## src/rtl/div_sequencer.sv

```systemverilog
// rtl/div_sequencer.sv - multi-cycle radix-2 restoring divider for DIV/DIVU/REM/REMU
module div_sequencer #(
    parameter int XLEN = 32
) (
    input  logic            clk_i,
    input  logic            rst_i,
    input  logic            start_i,
    input  logic [1:0]      op_i,
    input  logic [XLEN-1:0] dividend_i,
    input  logic [XLEN-1:0] divisor_i,
    input  logic [4:0]      rd_i,
    input  logic            flush_i,
    output logic            ready_o,
    output logic            busy_o,
    output logic            valid_o,
    output logic [XLEN-1:0] result_o,
    output logic [4:0]      rd_o
);

    localparam int CW = $clog2(XLEN);

    typedef enum logic [1:0] {IDLE, CALC, FIX, DONE} state_t;

    state_t state, next_state;

    logic [CW-1:0]   cnt_q;
    logic [XLEN-1:0] rem_q;
    logic [XLEN-1:0] quo_q;
    logic [XLEN-1:0] dvsr_q;
    logic [4:0]      rd_q;
    logic            is_rem_q;
    logic            neg_quo_q;
    logic            neg_rem_q;

    logic            signed_op;
    logic            is_rem;
    logic            div_zero;
    logic            overflow;
    logic            special;
    logic [XLEN-1:0] special_result;
    logic [XLEN-1:0] dividend_mag;
    logic [XLEN-1:0] divisor_mag;

    logic [XLEN:0]   rem_shift;
    logic [XLEN:0]   trial;
    logic            trial_ok;
    logic [XLEN-1:0] rem_next;
    logic [XLEN-1:0] quo_next;
    logic [XLEN-1:0] fix_result;

    // Operand decode used only at the accepting edge in IDLE
    always_comb begin
        signed_op    = ~op_i[0];
        is_rem       = op_i[1];
        div_zero     = (divisor_i == '0);
        overflow     = signed_op && (dividend_i == {1'b1, {(XLEN-1){1'b0}}})
                       && (divisor_i == '1);
        special      = div_zero || overflow;
        dividend_mag = (signed_op && dividend_i[XLEN-1]) ? -dividend_i : dividend_i;
        divisor_mag  = (signed_op && divisor_i[XLEN-1])  ? -divisor_i  : divisor_i;
        if (div_zero)
            special_result = is_rem ? dividend_i : '1;
        else
            special_result = is_rem ? '0 : dividend_i;
    end

    // One restoring step: a trial result with the top bit set means rem < divisor
    always_comb begin
        rem_shift  = {rem_q, quo_q[XLEN-1]};
        trial      = rem_shift - {1'b0, dvsr_q};
        trial_ok   = ~trial[XLEN];
        rem_next   = trial_ok ? trial[XLEN-1:0] : rem_shift[XLEN-1:0];
        quo_next   = {quo_q[XLEN-2:0], trial_ok};
        fix_result = is_rem_q ? (neg_rem_q ? -rem_q : rem_q)
                              : (neg_quo_q ? -quo_q : quo_q);
    end

    always_comb begin
        next_state = state;
        case (state)
            IDLE: begin
                if (start_i)
                    next_state = special ? DONE : CALC;
            end
            CALC: begin
                if (flush_i)
                    next_state = IDLE;
                else if (cnt_q == '0)
                    next_state = FIX;
            end
            FIX: begin
                next_state = flush_i ? IDLE : DONE;
            end
            DONE: begin
                next_state = IDLE;
            end
            default: next_state = IDLE;
        endcase
    end

    always_ff @(posedge clk_i or posedge rst_i) begin
        if (rst_i) begin
            state <= IDLE;
        end else begin
            state <= next_state;
        end
    end

    // Status flags are registered from the next state so they line up with it
    always_ff @(posedge clk_i or posedge rst_i) begin
        if (rst_i) begin
            ready_o <= 1'b1;
            busy_o  <= 1'b0;
            valid_o <= 1'b0;
        end else begin
            ready_o <= (next_state == IDLE);
            busy_o  <= (next_state != IDLE);
            valid_o <= (next_state == DONE);
        end
    end

    always_ff @(posedge clk_i or posedge rst_i) begin
        if (rst_i) begin
            cnt_q     <= '0;
            rem_q     <= '0;
            quo_q     <= '0;
            dvsr_q    <= '0;
            rd_q      <= '0;
            is_rem_q  <= 1'b0;
            neg_quo_q <= 1'b0;
            neg_rem_q <= 1'b0;
            result_o  <= '0;
            rd_o      <= '0;
        end else begin
            case (state)
                IDLE: begin
                    if (start_i) begin
                        rd_q      <= rd_i;
                        is_rem_q  <= is_rem;
                        neg_quo_q <= signed_op && (dividend_i[XLEN-1] ^ divisor_i[XLEN-1]);
                        neg_rem_q <= signed_op && dividend_i[XLEN-1];
                        if (special) begin
                            result_o <= special_result;
                            rd_o     <= rd_i;
                        end else begin
                            quo_q  <= dividend_mag;
                            dvsr_q <= divisor_mag;
                            rem_q  <= '0;
                            cnt_q  <= CW'(XLEN-1);
                        end
                    end
                end
                CALC: begin
                    if (!flush_i) begin
                        rem_q <= rem_next;
                        quo_q <= quo_next;
                        cnt_q <= cnt_q - CW'(1);
                    end
                end
                FIX: begin
                    if (!flush_i) begin
                        result_o <= fix_result;
                        rd_o     <= rd_q;
                    end
                end
                default: ;
            endcase
        end
    end

endmodule

```

## config.mk

```make
export PLATFORM = sky130hd
export DESIGN_NAME = div_sequencer
export DESIGN_NICKNAME = d
export VERILOG_FILES = /design/src/rtl/div_sequencer.sv
export SDC_FILE = /design/constraint.sdc
export NUM_CORES = 1
export LEC_CHECK = 0
export CAP_MARGIN = 0
export CORE_MARGIN = 3
export CORE_UTILIZATION = 45
export CTS_BUF_LIST = sky130_fd_sc_hd__clkbuf_16
export CTS_CLUSTER_DIAMETER = 150
export DETAILED_ROUTE_END_ITERATION = 10
export GPL_ROUTABILITY_DRIVEN = 0
export PLACE_DENSITY = 0.66
export RECOVER_POWER = 50
export SKIP_CTS_REPAIR_TIMING = 1
export SLEW_MARGIN = 40
export SYNTH_ARGS = -nofsm -noshare
export SYNTH_HDL_FRONTEND = slang
export SYNTH_SLANG_ARGS = --single-unit
```

## constraint.sdc

```tcl
create_clock -name clk_i -period 7.85 [get_ports clk_i]
set_input_delay 1.57 -clock clk_i [delete_from_list [all_inputs] [get_ports clk_i]]
set_output_delay 1.57 -clock clk_i [all_outputs]
set_load 0.005 [all_outputs]
```

### Word-level counts from Yosys, hierarchy flattened

Index checks and enable logic that the tools add are counted.

| word-level totals | value |
|---|---|
| flip-flop bits (word level) | 151 |
| bits of input ports | 75 |
| output and inout bits | 40 |
| word-level logic and storage cells | 87 |

| cells by class | value |
|---|---|
| $add $sub $neg | 6 |
| equality and inequality tests | 11 |
| mux-type cells | 35 |
| bitwise operators | 4 |
| reduce and logical (&&, ||, !) cells | 17 |

Operators with widths:

| cell | number |
|---|---|
| $mux W32 | 18 |
| $pmux W32 S2 | 3 |
| $neg A32 Y32 | 4 |
| $eq A32 B32 Y1 const B | 2 |
| $sub A33 B32 Y33 | 1 |
| $logic_not A32 Y1 | 1 |
| $mux W5 | 6 |
| $pmux W5 S2 | 2 |
| $mux W2 | 5 |
| $ne A2 B2 Y1 const B | 5 |
| $pmux W2 S4 | 1 |
| $reduce_and A4 Y1 | 2 |
| $eq A2 B2 Y1 const B | 3 |
| $reduce_bool A2 Y1 | 3 |
| $logic_and A1 B1 Y1 | 5 |
| $logic_not A5 Y1 | 1 |
| $sub A5 B1 Y5 const B | 1 |
| $logic_not A2 Y1 | 2 |
| $not A1 Y1 | 3 |
| $reduce_and A3 Y1 | 1 |
| $eq A2 B1 Y1 const B | 1 |
| $reduce_and A2 Y1 | 1 |
| $logic_or A1 B1 Y1 | 1 |
| $xor A1 B1 Y1 | 1 |

### Longest topological paths before layout

| logic depth | value |
|---|---|
| word-level depth | 8 |
| depth in mapped cells | 13 |
| mapped depth without buffers | 12 |

### Least setup slack after synthesis

OpenSTA, ideal clock, no wires.

| timing path | value |
|---|---|
| kind | input-to-reg |
| start | in dividend_i[22] |
| end | reg quo_q[2] |
| library setup time | 0.138 ns |
| data arrival time | 4.202 ns |
| data required time | 7.712 ns |
| path slack | 3.510 ns |
| stages on the path | 10 |
| buffers on the path | 3 |
| cell sequence | or4_4 or4_1 or3_1 or3_1 o31ai_4 or2_1 buf_2 buf_4 buf_2 o221ai_1 |

| on the way | value |
|---|---|
| longest elaborated chain between the ends | 6 |

Ends and longest elaborated chain:

| element | line | text |
|---|---|---|
| start, declared | 9 | `input logic [XLEN-1:0] dividend_i,` |
| $eq A32 B32 Y1 | 56 | `overflow = signed_op && (dividend_i == {1'b1, {(XLEN-1){1'b0}}})` |
| $logic_and A1 B1 Y1 | 56 |  |
| $logic_and A1 B1 Y1 | 57 | `&& (divisor_i == '1);` |
| $logic_or A1 B1 Y1 | 58 | `special = div_zero \|\| overflow;` |
| $ne A2 B2 Y1 (no line) | -- |  |
| $reduce_and A4 Y1 (no line) | -- |  |
| end signal, assigned | 146 | `quo_q <= dividend_mag;` |
| end signal, assigned | 156 | `quo_q <= quo_next;` |
| end, declared | 28 | `logic [XLEN-1:0] quo_q;` |

Every way passes these cells.
A chain may end at the register's enable or synchronous reset.

### Final worst setup path

| timing path | value |
|---|---|
| start | in dividend_i[22] |
| end | reg rem_q[31] |

| on the way | value |
|---|---|
| longest elaborated chain between the ends | 6 |

Ends and longest elaborated chain:

| element | line | text |
|---|---|---|
| $eq A32 B32 Y1 | 56 |  |
| $logic_and A1 B1 Y1 | 56 |  |
| $logic_and A1 B1 Y1 | 57 |  |
| $logic_or A1 B1 Y1 | 58 |  |
| $ne A2 B2 Y1 (no line) | -- |  |
| $reduce_and A4 Y1 (no line) | -- |  |
| end signal, assigned | 155 | `rem_q <= rem_next;` |
| end, declared | 27 | `logic [XLEN-1:0] rem_q;` |

Every way passes these cells.

==> qor.yml <==
crit_fanout: 50
max_slew_margin: -1.61
slowest_stage: "nor2_4"
fin_crit_sh: 0.715
r2r.worst_path.cells: 12
wl_per_cell_um: 17.7
drtIter0Drc: 938
hold_viol: 0
num_io_pins: 115
antenna_left: 0
synthArstFlopShare: 1.00
vias: 10600
power_leakage_uw: 0.00546
syn_area_um2: 11300
worst_pin_slew_ps: 3890
status: "complete, but fails checks"
ys_ff_latch: 151
fin_tns_setup_ps: 0
critPathKind: "primary input to flip-flop"
portBuffers: 114
syn_inst: 1403
p_per_area_nw_per_um2: 280
grt_overflow_total: 0
die_w_um: 164
ctsHtreeMaxLevel: 4
multi_input_area_um2: 6990
hold_depth: 2
register_area_um2: 3790
antennaDiodeCount: 0
cp-end-kind: "flip-flop"
dieArea_um2: 27000
cap_violations: 2
wirelength_mm: 32.0
rsz0062_at_grt: "no"
fmax_mhz: 178
critPathMaxStageDelay_ps: 690
grt_pass1_vias: 9942
fin_total_pwr_uw: 3710
yosys_warnings: 0
critPathRequiredTime_ps: 8190
grt_max_degree: 87
ir_drop_v: 0.000177
cts_tree: "built"
clkSinkCount: 151
num-fill-cells: 2333
clk_pin_slew_ps: 60
post-route-drc-count: 0
yosys.cell_types.count: 66
cts_root_buffer: "clkbuf_16"
fin_nets: 1583
vias_per_cell: 5.88
coreArea_um2: 24500
path_cells: "clkdlybuf4s50_1 -> or4_4 -> or4_1 -> or3_1 -> or3_1 -> o31ai_4 -> nor2_4 -> buf_4 -> nor2_4 -> buf_4 -> a32oi_1 -> o31ai_1"
synth-main-ff-cell: "dfrtp_1"
finalClockSkew_ps: 13.8
start_util: 0.460
antenna_found_initial: 0
drive_above_1_share: 0.0466
die_h_um: 164
syn2layout_area_growth_pct: 17.5
whs_ps: 479
avgSynthCellArea_um2: 8.03
start_kind: "primary input"
numCtsBuffers: 17
post-dp-hpwl_mm: 23.5
synth_nets: 1517
post-route-util: 0.541
slew_viol_final: 154
ys_seq_area_frac: 0.336
violations: "capacitance limit, slew limit"
first_pass_iters: 5
clk_latency_ps: 430
grt_first_pass_wirelength_mm: 51.9
arrival_ps: 5940
finalSetupViolCount: 0
cts.path.max_buffers: 2
hold_class: "flip-flop to flip-flop"
synth_edf_count: 0
track_usage: 0.238
period_minus_slack_ps: 5610
rows: 57
-- metal layers --
metal | share of wire | wire length, um | up-vias | GRT usage
li1 | - | - | 5203 | -
met1 | 0.46 | 14900 | 5002 | 0.338
met2 | 0.44 | 14200 | 387 | 0.377
met3 | 0.075 | 2390 | 35 | 0.0406
met4 | 0.018 | 574 | 0 | 0.0631
met5 | 0 | 0 | - | 0
-- registers in the layout (all words and copies together) (netlist names), 2 cells and up --
| register | flops |
|---|---|
| dvsr_q | 32 |
| rd_q | 5 |
| state | 2 |
| quo_q | 32 |
| result_o | 32 |
| rem_q | 32 |
| rd_o | 5 |
| cnt_q | 5 |
-- through the flow --
step	cells	setup WS, ps	area [um^2]
final	1806	2240	13200
after global routing	1806	1420	13200
after CTS	1806	2300	13200
after detailed placement	1774	1890	12600
after global placement	1774	1970	12600
after floorplan	1403	2220	11300
-- report_power, final --
part	total (uW)	internal, uW	switching (uW)	leakage (uW)
clock network	870	528	342	0.000299
logic	1680	702	978	0.00328
registers	1160	935	222	0.00188
total	3710	2170	1540	0.00546
-- final timing paths --
kind / end / slack (ps) / startpoint
worst max-delay path: rem_q[31] / 2240 / dividend_i[22]
worst min-delay path: dvsr_q[22] / 480 / dvsr_q[22]
worst max register to register: quo_q[0] / 3590 / quo_q[31]
worst min register to register: dvsr_q[22] / 480 / dvsr_q[22]
max in group asynchronous: rem_q[13] / 2270 / rst_i
min in group asynchronous: valid_o / 2760 / rst_i
-- logic make-up after synthesis --
logic type                 after synthesis  share of synthesized area
DFF                                    151                      0.336
AOI/OAI and AO/OA                      419                      0.243
xor gates and xnor gates               145                      0.113
adders and majority gates               39                     0.0440
buffers and inverters                  136                     0.0494
muxes                                   12                     0.0107
and+or+nand+nor                        501                      0.204
-- worst max-delay path: cells and delay by family --
| kind | cells | cell delay, ps |
|---|---|---|
| AOI/OAI and AO/OA | 3 | 600 |
| and+or+nand+nor | 6 | 2540 |
| buffers and inverters | 3 | 1210 |
-- area by class of cell --
cell class	instances	area share
multi-input combinational	1116	0.528
sequential	151	0.286
timing repair buffer	127	0.0931
clock buffer	17	0.0321
tap	324	0.0306
inverter	56	0.0162
clock inverter	15	0.0141
-- cells in the mapped netlist, types with 33 or more instances --
| master | count | area share |
|---|---|---|
| inv_1 | 54 | 0.018 |
| o21ai_0 | 129 | 0.057 |
| nor3_1 | 33 | 0.015 |
| ha_1 | 38 | 0.042 |
| xor2_1 | 77 | 0.060 |
| a31oi_1 | 34 | 0.019 |
| nand2_1 | 197 | 0.066 |
| dfrtp_1 | 150 | 0.33 |
| xnor2_1 | 68 | 0.053 |
| clkbuf_1 | 58 | 0.019 |
| o211ai_1 | 43 | 0.029 |
| a21oi_1 | 72 | 0.032 |
| o31ai_1 | 34 | 0.023 |
| nand3_1 | 41 | 0.018 |
| nor2_1 | 118 | 0.039 |
-- cells in the final DEF (no fill, tap or decap), types with 5 or more instances in the layout --
cell               n
o211ai_1          43
xnor2_1           68
or2_2              8
and3_1             5
a21oi_1           71
or4_1             12
nor2b_1           11
xor2_1            77
o21ai_0          129
a31oi_1           34
a221o_1           27
nand4_1           12
nand3_1           41
nand2_1          197
a22oi_1            5
clkbuf_16         17
nand2b_1          10
a21o_1            10
clkdlybuf4s50_1  102
o41ai_1           18
nor3_1            33
ha_1              38
dlygate4sd3_1     12
dfrtp_1          147
mux2i_1           12
nor4_1            14
buf_4             11
inv_1             55
o21a_1             8
nor2_1           116
or3_1             18
o31ai_1           34
Power figures use the tool's default switching activity.
